--- config.mk ---
export PLATFORM = sky130hd
export DESIGN_NAME = operand_feeder_flat
export DESIGN_NICKNAME = d
export VERILOG_FILES = /design/src/rtl/operand_feeder_if.sv /design/src/rtl/operand_feeder.sv /design/src/flat_wrapper.sv
export SDC_FILE = /design/constraint.sdc
export NUM_CORES = 1
export LEC_CHECK = 0
export BUFFER_PORTS_ARGS = -buffer_cell sky130_fd_sc_hd__buf_4
export CAP_MARGIN = 20
export CELL_PAD_IN_SITES_DETAIL_PLACEMENT = 1
export CELL_PAD_IN_SITES_GLOBAL_PLACEMENT = 1
export CORE_UTILIZATION = 44
export CTS_BUF_LIST = sky130_fd_sc_hd__clkbuf_8
export DETAILED_ROUTE_END_ITERATION = 6
export GPL_TIMING_DRIVEN = 0
export PLACE_DENSITY_LB_ADDON = 0.1
export SYNTH_ARGS = -nofsm -noshare
export SYNTH_HDL_FRONTEND = slang
export SYNTH_SLANG_ARGS = --single-unit
--- constraint.sdc ---
create_clock -name clk -period 2.6 [get_ports clk]
set_input_delay 0.26 -clock clk [delete_from_list [all_inputs] [get_ports clk]]
set_output_delay 0.26 -clock clk [all_outputs]
set_load 0.01 [all_outputs]
--- src/rtl/operand_feeder_if.sv ---
// Serial-in / parallel-out handshake bundle for operand_feeder.
// out_sum exists only when FEEDER_CHECKSUM_EN is defined.
interface operand_feeder_if #(
  parameter int WIDTH = 11,
  parameter int LANES = 8
);
  logic                   in_valid;
  logic                   in_ready;
  logic [WIDTH-1:0]       in_data;
  logic                   flush;
  logic                   out_valid;
  logic                   out_ready;
  logic [LANES*WIDTH-1:0] out_data;
  logic [3:0]             out_lanes;
`ifdef FEEDER_CHECKSUM_EN
  logic [WIDTH+2:0]       out_sum;

  modport master (
    output in_valid, in_data, flush, out_ready,
    input  in_ready, out_valid, out_data, out_lanes, out_sum
  );
  modport slave (
    input  in_valid, in_data, flush, out_ready,
    output in_ready, out_valid, out_data, out_lanes, out_sum
  );
`else
  modport master (
    output in_valid, in_data, flush, out_ready,
    input  in_ready, out_valid, out_data, out_lanes
  );
  modport slave (
    input  in_valid, in_data, flush, out_ready,
    output in_ready, out_valid, out_data, out_lanes
  );
`endif
endinterface

--- src/rtl/operand_feeder.sv ---
// Gathers serial operands into 8-lane groups (fill bank + output bank), with flush-to-pad.
// Optional feature macro: FEEDER_CHECKSUM_EN adds registered out_sum of the output lanes.
module operand_feeder #(
  parameter int WIDTH = 11,
  parameter int LANES = 8
) (
  input logic            clk,
  input logic            rst_n,
  operand_feeder_if.slave bus
);

  typedef enum logic {FILL = 1'b0, PEND = 1'b1} state_t;

  state_t                 state_q, state_d;
  logic [2:0]             cnt_q, cnt_d;
  logic [WIDTH-1:0]       fill_q [LANES];
  logic [WIDTH-1:0]       fill_d [LANES];
  logic [3:0]             pend_lanes_q, pend_lanes_d;
  logic                   out_valid_q, out_valid_d;
  logic [LANES*WIDTH-1:0] out_data_q, out_data_d;
  logic [3:0]             out_lanes_q, out_lanes_d;

  logic                   accept;
  logic                   out_free;
  logic                   close;
  logic [3:0]             n_lanes;
  logic [LANES*WIDTH-1:0] group;
  logic [LANES*WIDTH-1:0] fill_flat;

  assign bus.in_ready  = (state_q == FILL);
  assign accept        = bus.in_valid && bus.in_ready;
  assign out_free      = !out_valid_q || bus.out_ready;
  assign n_lanes       = {1'b0, cnt_q} + {3'b000, accept};
  // A group closes on the 8th operand, or on flush when it would hold at least one lane.
  assign close         = (state_q == FILL) &&
                         ((accept && cnt_q == 3'd7) ||
                          (bus.flush && (cnt_q != 3'd0 || accept)));

  // Candidate group: stored lanes, then the operand arriving this cycle, zero above.
  always_comb begin
    group = '0;
    for (int k = 0; k < LANES; k++) begin
      if (k < int'(cnt_q))
        group[k*WIDTH +: WIDTH] = fill_q[k];
      else if (k == int'(cnt_q) && accept)
        group[k*WIDTH +: WIDTH] = bus.in_data;
    end
  end

  always_comb begin
    fill_flat = '0;
    for (int k = 0; k < LANES; k++)
      fill_flat[k*WIDTH +: WIDTH] = fill_q[k];
  end

  always_comb begin
    state_d = state_q;
    case (state_q)
      FILL:    if (close && !out_free) state_d = PEND;
      PEND:    if (out_free)           state_d = FILL;
      default: state_d = FILL;
    endcase
  end

  always_comb begin
    cnt_d        = cnt_q;
    fill_d       = fill_q;
    pend_lanes_d = pend_lanes_q;
    out_valid_d  = out_valid_q && !bus.out_ready;
    out_data_d   = out_data_q;
    out_lanes_d  = out_lanes_q;
    if (state_q == PEND) begin
      if (out_free) begin
        out_valid_d = 1'b1;
        out_data_d  = fill_flat;
        out_lanes_d = pend_lanes_q;
        cnt_d       = 3'd0;
      end
    end else if (close) begin
      cnt_d = 3'd0;
      if (out_free) begin
        out_valid_d = 1'b1;
        out_data_d  = group;
        out_lanes_d = n_lanes;
      end else begin
        // Park the already padded group in the fill bank until the output bank frees.
        for (int k = 0; k < LANES; k++)
          fill_d[k] = group[k*WIDTH +: WIDTH];
        pend_lanes_d = n_lanes;
      end
    end else if (accept) begin
      fill_d[cnt_q] = bus.in_data;
      cnt_d         = cnt_q + 3'd1;
    end
  end

  always_ff @(posedge clk or negedge rst_n) begin
    if (!rst_n) begin
      state_q      <= FILL;
      cnt_q        <= 3'd0;
      pend_lanes_q <= 4'd0;
      out_valid_q  <= 1'b0;
      out_data_q   <= '0;
      out_lanes_q  <= 4'd0;
      for (int k = 0; k < LANES; k++)
        fill_q[k] <= '0;
    end else begin
      state_q      <= state_d;
      cnt_q        <= cnt_d;
      pend_lanes_q <= pend_lanes_d;
      out_valid_q  <= out_valid_d;
      out_data_q   <= out_data_d;
      out_lanes_q  <= out_lanes_d;
      fill_q       <= fill_d;
    end
  end

  assign bus.out_valid = out_valid_q;
  assign bus.out_data  = out_data_q;
  assign bus.out_lanes = out_lanes_q;

`ifdef FEEDER_CHECKSUM_EN
  logic [WIDTH+2:0] out_sum_q, out_sum_d;

  function automatic logic [WIDTH+2:0] lane_sum(input logic [LANES*WIDTH-1:0] d);
    logic [WIDTH+2:0] s;
    s = '0;
    for (int k = 0; k < LANES; k++)
      s = s + {3'b000, d[k*WIDTH +: WIDTH]};
    return s;
  endfunction

  assign out_sum_d = lane_sum(out_data_d);

  always_ff @(posedge clk or negedge rst_n) begin
    if (!rst_n) out_sum_q <= '0;
    else        out_sum_q <= out_sum_d;
  end

  assign bus.out_sum = out_sum_q;
`endif

endmodule

--- src/flat_wrapper.sv ---
// flat-port wrapper written by rule: the top's interface ports become plain ports
module operand_feeder_flat 
#(
  parameter int WIDTH = 11,
  parameter int LANES = 8
)
  (clk, rst_n, bus_in_valid, bus_in_data, bus_flush, bus_out_ready, bus_in_ready, bus_out_valid, bus_out_data, bus_out_lanes);
  operand_feeder_if #(.WIDTH(WIDTH), .LANES(LANES)) bus_i ();
  input logic clk;
  input logic rst_n;
  input wire logic [$bits(bus_i.in_valid)-1:0] bus_in_valid;
  input wire logic [$bits(bus_i.in_data)-1:0] bus_in_data;
  input wire logic [$bits(bus_i.flush)-1:0] bus_flush;
  input wire logic [$bits(bus_i.out_ready)-1:0] bus_out_ready;
  output wire logic [$bits(bus_i.in_ready)-1:0] bus_in_ready;
  output wire logic [$bits(bus_i.out_valid)-1:0] bus_out_valid;
  output wire logic [$bits(bus_i.out_data)-1:0] bus_out_data;
  output wire logic [$bits(bus_i.out_lanes)-1:0] bus_out_lanes;
  assign bus_i.in_valid = bus_in_valid;
  assign bus_i.in_data = bus_in_data;
  assign bus_i.flush = bus_flush;
  assign bus_i.out_ready = bus_out_ready;
  assign bus_in_ready = bus_i.in_ready;
  assign bus_out_valid = bus_i.out_valid;
  assign bus_out_data = bus_i.out_data;
  assign bus_out_lanes = bus_i.out_lanes;
  operand_feeder #(.WIDTH(WIDTH), .LANES(LANES)) u_core (.clk(clk), .rst_n(rst_n), .bus(bus_i));
endmodule
## After elaboration in Yosys (flattened, before gate mapping)

Cells that the tools add are included.

| operators by class | value |
|---|---|
| add/subtract/negate cells | 2 |
| order comparisons | 9 |
| equality and inequality tests | 10 |
| mux-type cells | 39 |
| bitwise logic cells | 3 |
| reduce and logical (&&, ||, !) cells | 30 |

Operators with widths:

| operator | count |
|---|---|
| 88-bit two-way mux | 7 |
| 11-bit two-way mux | 16 |
| 88-bit bitwise mux | 1 |
| 11-bit demux with 3-bit select | 1 |
| 4-bit two-way mux | 4 |
| 1-bit logical AND | 15 |
| 3-bit equality test, first input constant | 4 |
| 3-bit two-way mux | 4 |
| 3-bit less-than comparator, first input constant | 3 |
| 2-bit by 3-bit equality test with 1-bit output, first input constant | 2 |
| 1-bit by 3-bit less-than comparator with 1-bit output, first input constant | 2 |
| 2-bit by 3-bit less-than comparator with 1-bit output, first input constant | 2 |
| 3-bit AND reduction | 2 |
| 3-bit nonzero test | 2 |
| 1-bit two-way mux | 5 |
| 3-bit by 1-bit adder with 4-bit output | 1 |
| 4-bit >= comparator, second input constant | 1 |
| 4-bit by 1-bit less-than comparator with 1-bit output, second input constant | 1 |
| 2-bit inequality test, second input constant | 2 |
| 3-bit inverter with 4-bit output | 1 |
| 2-bit AND reduction | 2 |
| 2-bit nonzero test | 2 |
| 3-bit by 1-bit adder with 3-bit output, second input constant | 1 |
| 1-bit by 3-bit equality test with 1-bit output, first input constant | 1 |
| 6 further kinds | 11 |

| word-level totals | value |
|---|---|
| flip-flop bits (word level) | 189 |
| input bits | 16 |
| logic and storage cells | 107 |

## Longest topological paths before layout

Gate-level depths: netlist of run 1.

| logic depth | value |
|---|---|
| depth in word-level cells | 9 |
| gate-level depth with buffers | 11 |

## Worst setup path after synthesis of run 1

OpenSTA, ideal clock, no wires.

| timing path | value |
|---|---|
| kind | register to register |
| from | register u_core.cnt_q[0] |
| to | register u_core.fill_q, in the netlist u_core.fill_flat[33] |
| setup time | 0.125 ns |
| arrival time | 2.398 ns |
| data required time | 2.475 ns |
| path slack | 0.077 ns |
| stages on the path, launching flop included | 11 |
| path buffers | 4 |
| period minus slack after synthesis | 2.523 ns |
| path through | dfrtp_1 buf_2 clkbuf_1 inv_1 ha_1 or3b_1 buf_6 and3_1 buf_6 a21oi_4 mux2_2 |

| between the ends | value |
|---|---|
| longest elaborated chain between the ends | 8 |

Ends and longest elaborated chain:

| what | line | RTL |
|---|---|---|
| start, declared | operand_feeder.sv:15 | `logic [2:0] cnt_q, cnt_d;` |
| start signal, assigned | operand_feeder.sv:109 | `cnt_q <= cnt_d;` |
| 3-bit inverter with 4-bit output (implied by the code) | operand_feeder.sv:92 | `fill_d[cnt_q] = bus.in_data;` |
| 4-bit >= comparator (implied by the code) or 4-bit by 1-bit less-than comparator with 1-bit output (tied branches) | operand_feeder.sv:92 |  |
| 1-bit logical AND (implied by the code) | operand_feeder.sv:92 |  |
| 11-bit two-way mux (implied by the code) | operand_feeder.sv:92 |  |
| 11-bit demux with 3-bit select | operand_feeder.sv:92 |  |
| 88-bit bitwise mux | operand_feeder.sv:92 |  |
| 88-bit two-way mux | operand_feeder.sv:91 | `end else if (accept) begin` |
| 88-bit two-way mux | operand_feeder.sv:79 | `end else if (close) begin` |
| end signal, assigned | operand_feeder.sv:114 | `fill_q <= fill_d;` |
| end, declared | operand_feeder.sv:16 | `logic [WIDTH-1:0] fill_q [LANES];` |

Parallel ways exist; a longest one is shown, timed or not. The select of a mux whose other input is x is not followed.
A chain may end at the register's enable or synchronous reset.

## Worst setup path after layout of run 1

| timing path | value |
|---|---|
| from | register u_core.cnt_q[0] |
| to | register u_core.fill_q, in the netlist u_core.fill_flat[1] |

The elaborated chain is that of the path after synthesis.

==> results of run 1 <==
cell usage after synthesis (all sizes together) (9+ instances only):
master,number
a22o,103
a22oi,19
a32oi,21
buf,42
clkbuf,44
dfrtp,189
inv,18
mux2,112
mux2i,40
nand2,83
nor2,9
nor3b,13
o21ai,54
cells in the final DEF, fill, tap and decap left out, drive strengths merged, types with 2 or more instances in the layout:
cell,count
nor4bb,2
nor2b,3
o21ai,54
clkinv,4
dfrtp,189
a22o,103
ha,8
mux2,112
and3b,3
a2bb2oi,4
or2,2
inv,25
and2,6
nor2,9
nor3b,13
a21oi,4
o21a,2
a22oi,19
buf,150
and3,4
nand2,83
a21o,3
nand3,8
a32oi,21
mux2i,40
clkbuf,64
clkinvlp,3
o2bb2ai,2
nand2b,4
cell type report:
cell class,instances,area [sq um]
well taps,280,350
fillers,2339,10300
clock inverters,15,173
flip-flops and latches,189,4730
multi-input cells,521,4520
plain buffers,85,500
repair buffers,113,908
clock buffers,17,234
inverters,18,70.1
worst max-delay path: cells and delay by family (launching register included):
family,cells,cell delay (ns)
buffers and inverters,6,0.97
AND/OR/NAND/NOR,2,0.52
flip-flops,1,0.39
AO/OA/AOI/OAI,1,0.27
multiplexers,1,0.19
adder cells (fa/ha/maj),1,0.14
through the flow:
stage / hold slack [ns] / std cells / util [%] / TNS, ns
3_5_place_dp: 0.303 / 1197 / 50.1 / -74.54
5_1_grt: 0.130 / 1238 / 52.8 / -0.0554
3_3_place_gp: 0.459 / 1196 / 49.9 / -65.33
6_report: 0.116 / 1238 / 52.8 / 0
2_1_floorplan: -0.0356 / 814 / - / 0
4_1_cts: 0.104 / 1234 / 52.4 / 0
metal layers:
metal	routed length [um]	GRT usage, %
met1	13300	36.9
met3	1460	3.52
met4	926	11.5
met5	0	0
met2	14600	45.3
where the power goes:
part	internal, mW	switching, mW	total, mW
logic	1.97	1.95	3.92
clock network	0.807	1.25	2.06
registers	3.81	0.565	4.37
total	6.59	3.76	10.4
cells by family after synthesis:
| family | Yosys count |
|---|---|
| simple gates | 140 |
| fa+ha+maj | 8 |
| flops | 189 |
| compound gates | 220 |
| buf+inv | 104 |
| mux | 152 |
| xor+xnor | 1 |
flip-flops by register name, indices dropped and copies added, names as in the netlist:
name and count:
u_core.bus.out_lanes 4, u_core.bus.out_valid 1, u_core.bus.out_data 88, u_core.fill_flat 88
u_core.state_q 1, u_core.pend_lanes_q 4, u_core.cnt_q 3
how the worst max path moves through the flow:
stage,start,to,slack [ns],cells past startpoint
CTS,u_core.cnt_q[0],u_core.fill_flat[63],0.002,8
floorplan,u_core.cnt_q[0],u_core.fill_flat[33],0.08,10
detailed placement,u_core.cnt_q[0],u_core.fill_flat[30],-0.52,10
global route,u_core.cnt_q[0],u_core.fill_flat[33],-0.01,10
finish,u_core.cnt_q[0],u_core.fill_flat[1],0.05,11
global placement,u_core.cnt_q[0],u_core.bus.out_data[67],-0.46,10
timing repair:
item                       CTS  global route
hold buffers                 1             0
buffers inserted             4             4
pin swaps                    1             3
hold endpoints to repair    85             0
setup endpoints to repair  186           169
gates cloned                 0             1
resized for setup           11            14
==> flow_metrics.tcl, run 1 <==
set metrics [dict create \
    synth_ff_type "sky130_fd_sc_hd__dfrtp_1" \
    syn-cell-area_sq_um 9740 \
    synth_compound_area_share_pct 17.7 \
    fmax_ghz 0.392 \
    die_x_um 151 \
    global_route.usage.total_pct 27.6 \
    synth_top_cell_by_area "sky130_fd_sc_hd__dfrtp_1" \
    vias_per_cell 5.97 \
    worst-endpoint-required_ns 3.00 \
    post_synth_main_area_contributors "sky130_fd_sc_hd__dfrtp_1 (49%), sky130_fd_sc_hd__mux2_4 (11%), sky130_fd_sc_hd__a22o_1 (9.2%)" \
    setup.reg_to_reg.worst_slack_ns 0.05 \
    detail-route-antenna-nets 0 \
    grt_setup_unrepaired "true" \
    synth_top_family_by_area "multiplexers" \
    min_delay_path_depth 3 \
    seq_area_frac_synth_pct 48.5 \
    synthXorXnorAreaFrac_pct 0.0899 \
    place.gp.congestion 0.884 \
    core_area_sq_um 21800 \
    drv_slew 0 \
    diodes 0 \
    wire_length_of_the_first_global_routing_pass_mm 46.6 \
    detail_route.wl_per_cell_um 24.5 \
    synth-adder-area-share_pct 1.03 \
    drt_iter0_markers 540 \
    element_type_at_the_critical_path_end "flop" \
    criticalPathCategory "flop to flop" \
    critical_path.max_fanout 10 \
    final_layout_size_suffix_gt1_share_pct 33.0 \
    total_power_mw 10.4 \
    worstPathCellList "buf_4 -> clkbuf_8 -> inv_4 -> ha_4 -> or3b_4 -> buf_6 -> and3_1 -> buf_6 -> o211ai_4 -> clkbuf_16 -> mux2i_1" \
    ff2ff_path_depth 11 \
    post_dp_cell_area_sq_um 10900 \
    cpMostUsedCell "sky130_fd_sc_hd__buf_6" \
    hold_path_class "input port to flop" \
    r2r_start "u_core.cnt_q[0]" \
    syn_to_final_growth_pct 18.0 \
    start_util_pct 44.8 \
    postLayoutCellArea_sq_um 11500 \
    synthSimpleGateAreaFrac_pct 7.36 \
    synthesis.nets 838 \
    crit_path_top_delay_cell "sky130_fd_sc_hd__dfrtp_1" \
    dp_hpwl_mm 20.7 \
    post-synth-top-area-fraction_pct 48.5 \
    wl_mm 30.4 \
    design.die.area_sq_um 22700 \
    ios 110 \
    synth.area.mux_share_pct 19.7 \
    worst_slew_margin_relative_to_its_limit_pct 37.5 \
    skew_ns 0.0189 \
    postSynthCellCount 814 \
    postSynth.asyncResetShare_pct 100 \
    peak_supply_drop_mv 0.342 \
    tritoncts "yes" \
    globalRouteOverflowTotal 0 \
    remaining_drc_errors 0 \
    pwrdens_nw_per_um2 901 \
    r2r-end "u_core.fill_flat[1]" \
    num_rows 54 \
    preCtsSetupSlack_ns -0.517 \
    grt_pass1_vias 7788 \
    max_slew.worst_pin.slew_ns 0.938 \
    syn_avg_cell_area_sq_um 12.0 \
    placement.io_buffers 102 \
    grt_start_max_net_pins 105 \
    ys_types 51 \
    tritoncts.num_buffers 17 \
    max_cap_viol_count 0 \
    setup_viol_count_final 0 \
    hold_end "u_core.bus.out_valid" \
    layout_setup_ws_ns 0.0486 \
    timing.final.crit_share_pct 98.1 \
    clkTransAtPathRegs_ns 0.10 \
    num_vias 7387 \
    yosysWarningCount 0 \
    clock_tree.buffer_depth 2 \
    critical-path-max-stage-delay_ns 0.39 \
    antenna_found_initial 0 \
    hold_violations 0 \
    clkSinkCount 189 \
    outcome "completed" \
    ctsHtreeMaxLevel 4 \
    p_leak_nw 5.61 \
    fin_nets 969 \
    final.min_clock_period_ns 2.55 \
    clock_insertion_delay_worst_skew_ns 0.49 \
    hp-start "bus_out_ready" \
    worst_setup_path_start_kind "flop" \
    root_buffer "sky130_fd_sc_hd__clkbuf_8" \
    dr.pass1.iters 5 \
    synth.ff_latch_count 189 \
    number_of_synthesized_flops_with_an_enable_pin 0 \
    dieHeight_um 151 \
    crit_arrival_ns 2.95 \
]
No activity file was read; power rests on OpenSTA's default activity.
==> run 2, diff against run 1 <==
--- a/config.mk
+++ b/config.mk
@@ -13,6 +13,7 @@
 export CTS_BUF_LIST = sky130_fd_sc_hd__clkbuf_8
 export DETAILED_ROUTE_END_ITERATION = 6
 export GPL_TIMING_DRIVEN = 0
+export MAX_ROUTING_LAYER = met4
 export PLACE_DENSITY_LB_ADDON = 0.1
 export SYNTH_ARGS = -nofsm -noshare
 export SYNTH_HDL_FRONTEND = slang
==> flow_metrics.tcl, run 2 (synthesized netlist as in run 1, its figures left out) <==
set metrics [dict create \
    global_route.usage.total_pct 28.3 \
    grt_start_max_net_pins 106 \
    wire_length_of_the_first_global_routing_pass_mm 46.2 \
    remaining_drc_errors 0 \
    final_cells 1237 \
    hp-start "bus_out_ready" \
    detail_route.wl_per_cell_um 24.6 \
    grt_pass1_vias 7795 \
    global_route.usage.met3_pct 3.83 \
    crit_arrival_ns 2.91 \
    num_vias 7449 \
    ctsHtreeMaxLevel 4 \
    cpMostUsedCell "sky130_fd_sc_hd__buf_6" \
    syn_to_final_growth_pct 17.8 \
    preCtsSetupSlack_ns -0.532 \
    grt_most_used_layer "met2" \
    element_type_at_the_critical_path_end "flop" \
    final.hold.worst_slack_ns 0.124 \
    placement.io_buffers 102 \
    drv_slew 0 \
    setup.worst_path.start "u_core.cnt_q[0]" \
    outcome "completed" \
    design.die.area_sq_um 22700 \
    clock_insertion_delay_worst_skew_ns 0.48 \
    globalRouteOverflowTotal 0 \
    peak_supply_drop_mv 0.339 \
    groute.layer.met2.usage_pct 44.7 \
    skew_ns 0.0172 \
    dr.pass1.iters 5 \
    place.gp.congestion 0.893 \
    worst_setup_path_start_kind "flop" \
    num_rows 54 \
    antenna_found_initial 1 \
    crit_path_top_delay_cell "sky130_fd_sc_hd__dfrtp_1" \
    tritoncts "yes" \
    numPlacedInstances 1197 \
    final_layout_size_suffix_gt1_share_pct 32.7 \
    clkTransAtPathRegs_ns 0.11 \
    critical-path-max-stage-delay_ns 0.43 \
    setup_viol_count_final 0 \
    wl_mm 30.4 \
    criticalPathCategory "flop to flop" \
    met1_usage_pct 37.2 \
    vias_per_cell 6.02 \
    clkSinkCount 189 \
    max_slew.worst_pin.slew_ns 1.03 \
    drt_iter0_markers 524 \
    dieHeight_um 151 \
    mostFrequentLayoutCells "sky130_fd_sc_hd__dfrtp_1 (188), sky130_fd_sc_hd__buf_4 (113), sky130_fd_sc_hd__a22o_1 (102)" \
    worstPathCellList "buf_6 -> buf_8 -> inv_4 -> ha_4 -> or3b_1 -> buf_6 -> and3_1 -> buf_6 -> a21oi_4 -> mux2_2" \
    start_util_pct 44.8 \
    fmax_ghz 0.392 \
    pwrdens_nw_per_um2 901 \
    total_power_mw 10.3 \
    hold_violations 0 \
    fin_nets 968 \
    fillCellCount 2328 \
    core_area_sq_um 21800 \
    clock_tree.buffer_depth 2 \
    die_x_um 151 \
    worst-endpoint-required_ns 2.96 \
    r2r_start "u_core.cnt_q[0]" \
    worst_slew_margin_relative_to_its_limit_pct 31.3 \
    setup-tns-final_ns 0 \
    layout_setup_ws_ns 0.0490 \
    diodes 0 \
    ios 110 \
    final.min_clock_period_ns 2.55 \
    tritoncts.num_buffers 17 \
    max_cap_viol_count 0 \
    root_buffer "sky130_fd_sc_hd__clkbuf_8" \
    dp_hpwl_mm 20.8 \
    critical_path.max_fanout 10 \
    hold_path_class "input port to flop" \
    detail-route-antenna-nets 0 \
    timing.final.crit_share_pct 98.1 \
    mostFrequentLayoutCell "sky130_fd_sc_hd__dfrtp_1" \
    p_leak_nw 5.62 \
]
[run 2: changes by cell type in the layout (fill, tap and decap cells not counted), sizes merged]
cell / previous run / this run
clkinvlp: 3 / 0
clkbuf: 64 / 61
clkinv: 4 / 7
buf: 150 / 152
[run 2: area by class of cell]
type	count	area, sq um	share of cell area [%]
clock inverter	15	178	1.55
timing repair buffer	112	901	7.85
clock buffer	17	234	2.04
buffer	85	495	4.32
multi-input combinational	521	4520	39.4
inverter	18	70.1	0.611
sequential	189	4730	41.2
tap	280	350	3.05
[run 2: metrics by stage]
stage / util [%] / area (sq um)
floorplan: - / 9740
global placement: 49.9 / 10900
detailed placement: 50.1 / 10900
CTS: 52.5 / 11400
global route: 52.7 / 11500
finish: 52.7 / 11500
[run 2: worst paths after layout]
check                                                to  slack (ns)  cells after the start
worst min-delay path               u_core.bus.out_valid        0.12                      3
worst min register to register   u_core.pend_lanes_q[1]        0.49                      2
min in group asynchronous       u_core.bus.out_data[80]        0.34                      2
worst max-delay path               u_core.fill_flat[33]        0.05                     10
max in group asynchronous          u_core.fill_flat[32]        1.28                      3
worst max register to register     u_core.fill_flat[33]        0.05                     10
[run 2: where the power goes]
group	internal [mW]	switching (mW)	total (mW)
registers	3.81	0.566	4.37
clock network	0.817	1.25	2.06
logic	1.96	1.94	3.90
total	6.59	3.75	10.3
[run 2: critical path: cells and delay by family, from the launching register on]
kind                       cells  cell delay (ns)
muxes                          1             0.38
buffers and inverters          5             0.70
and+or+nand+nor                2             0.51
adders and majority gates      1             0.14
AOI/OAI and AO/OA              1             0.28
DFF                            1             0.43
[run 2: routing by layer]
metal / wire length, um / vias up / part of all wire, %
met2: 14800 / 274 / 49
met5: 0 / - / 0
li1: - / 3233 / -
met4: 892 / 0 / 2.9
met1: 13200 / 3887 / 43
met3: 1590 / 55 / 5.2
[run 2: repair_timing]
item                       CTS  global route
setup endpoints to repair  186           130
resized for setup           12            10
gates cloned                 0             1
hold buffers                 1             0
pin swaps                    3             2
buffers inserted             6             1
hold endpoints to repair    84             0
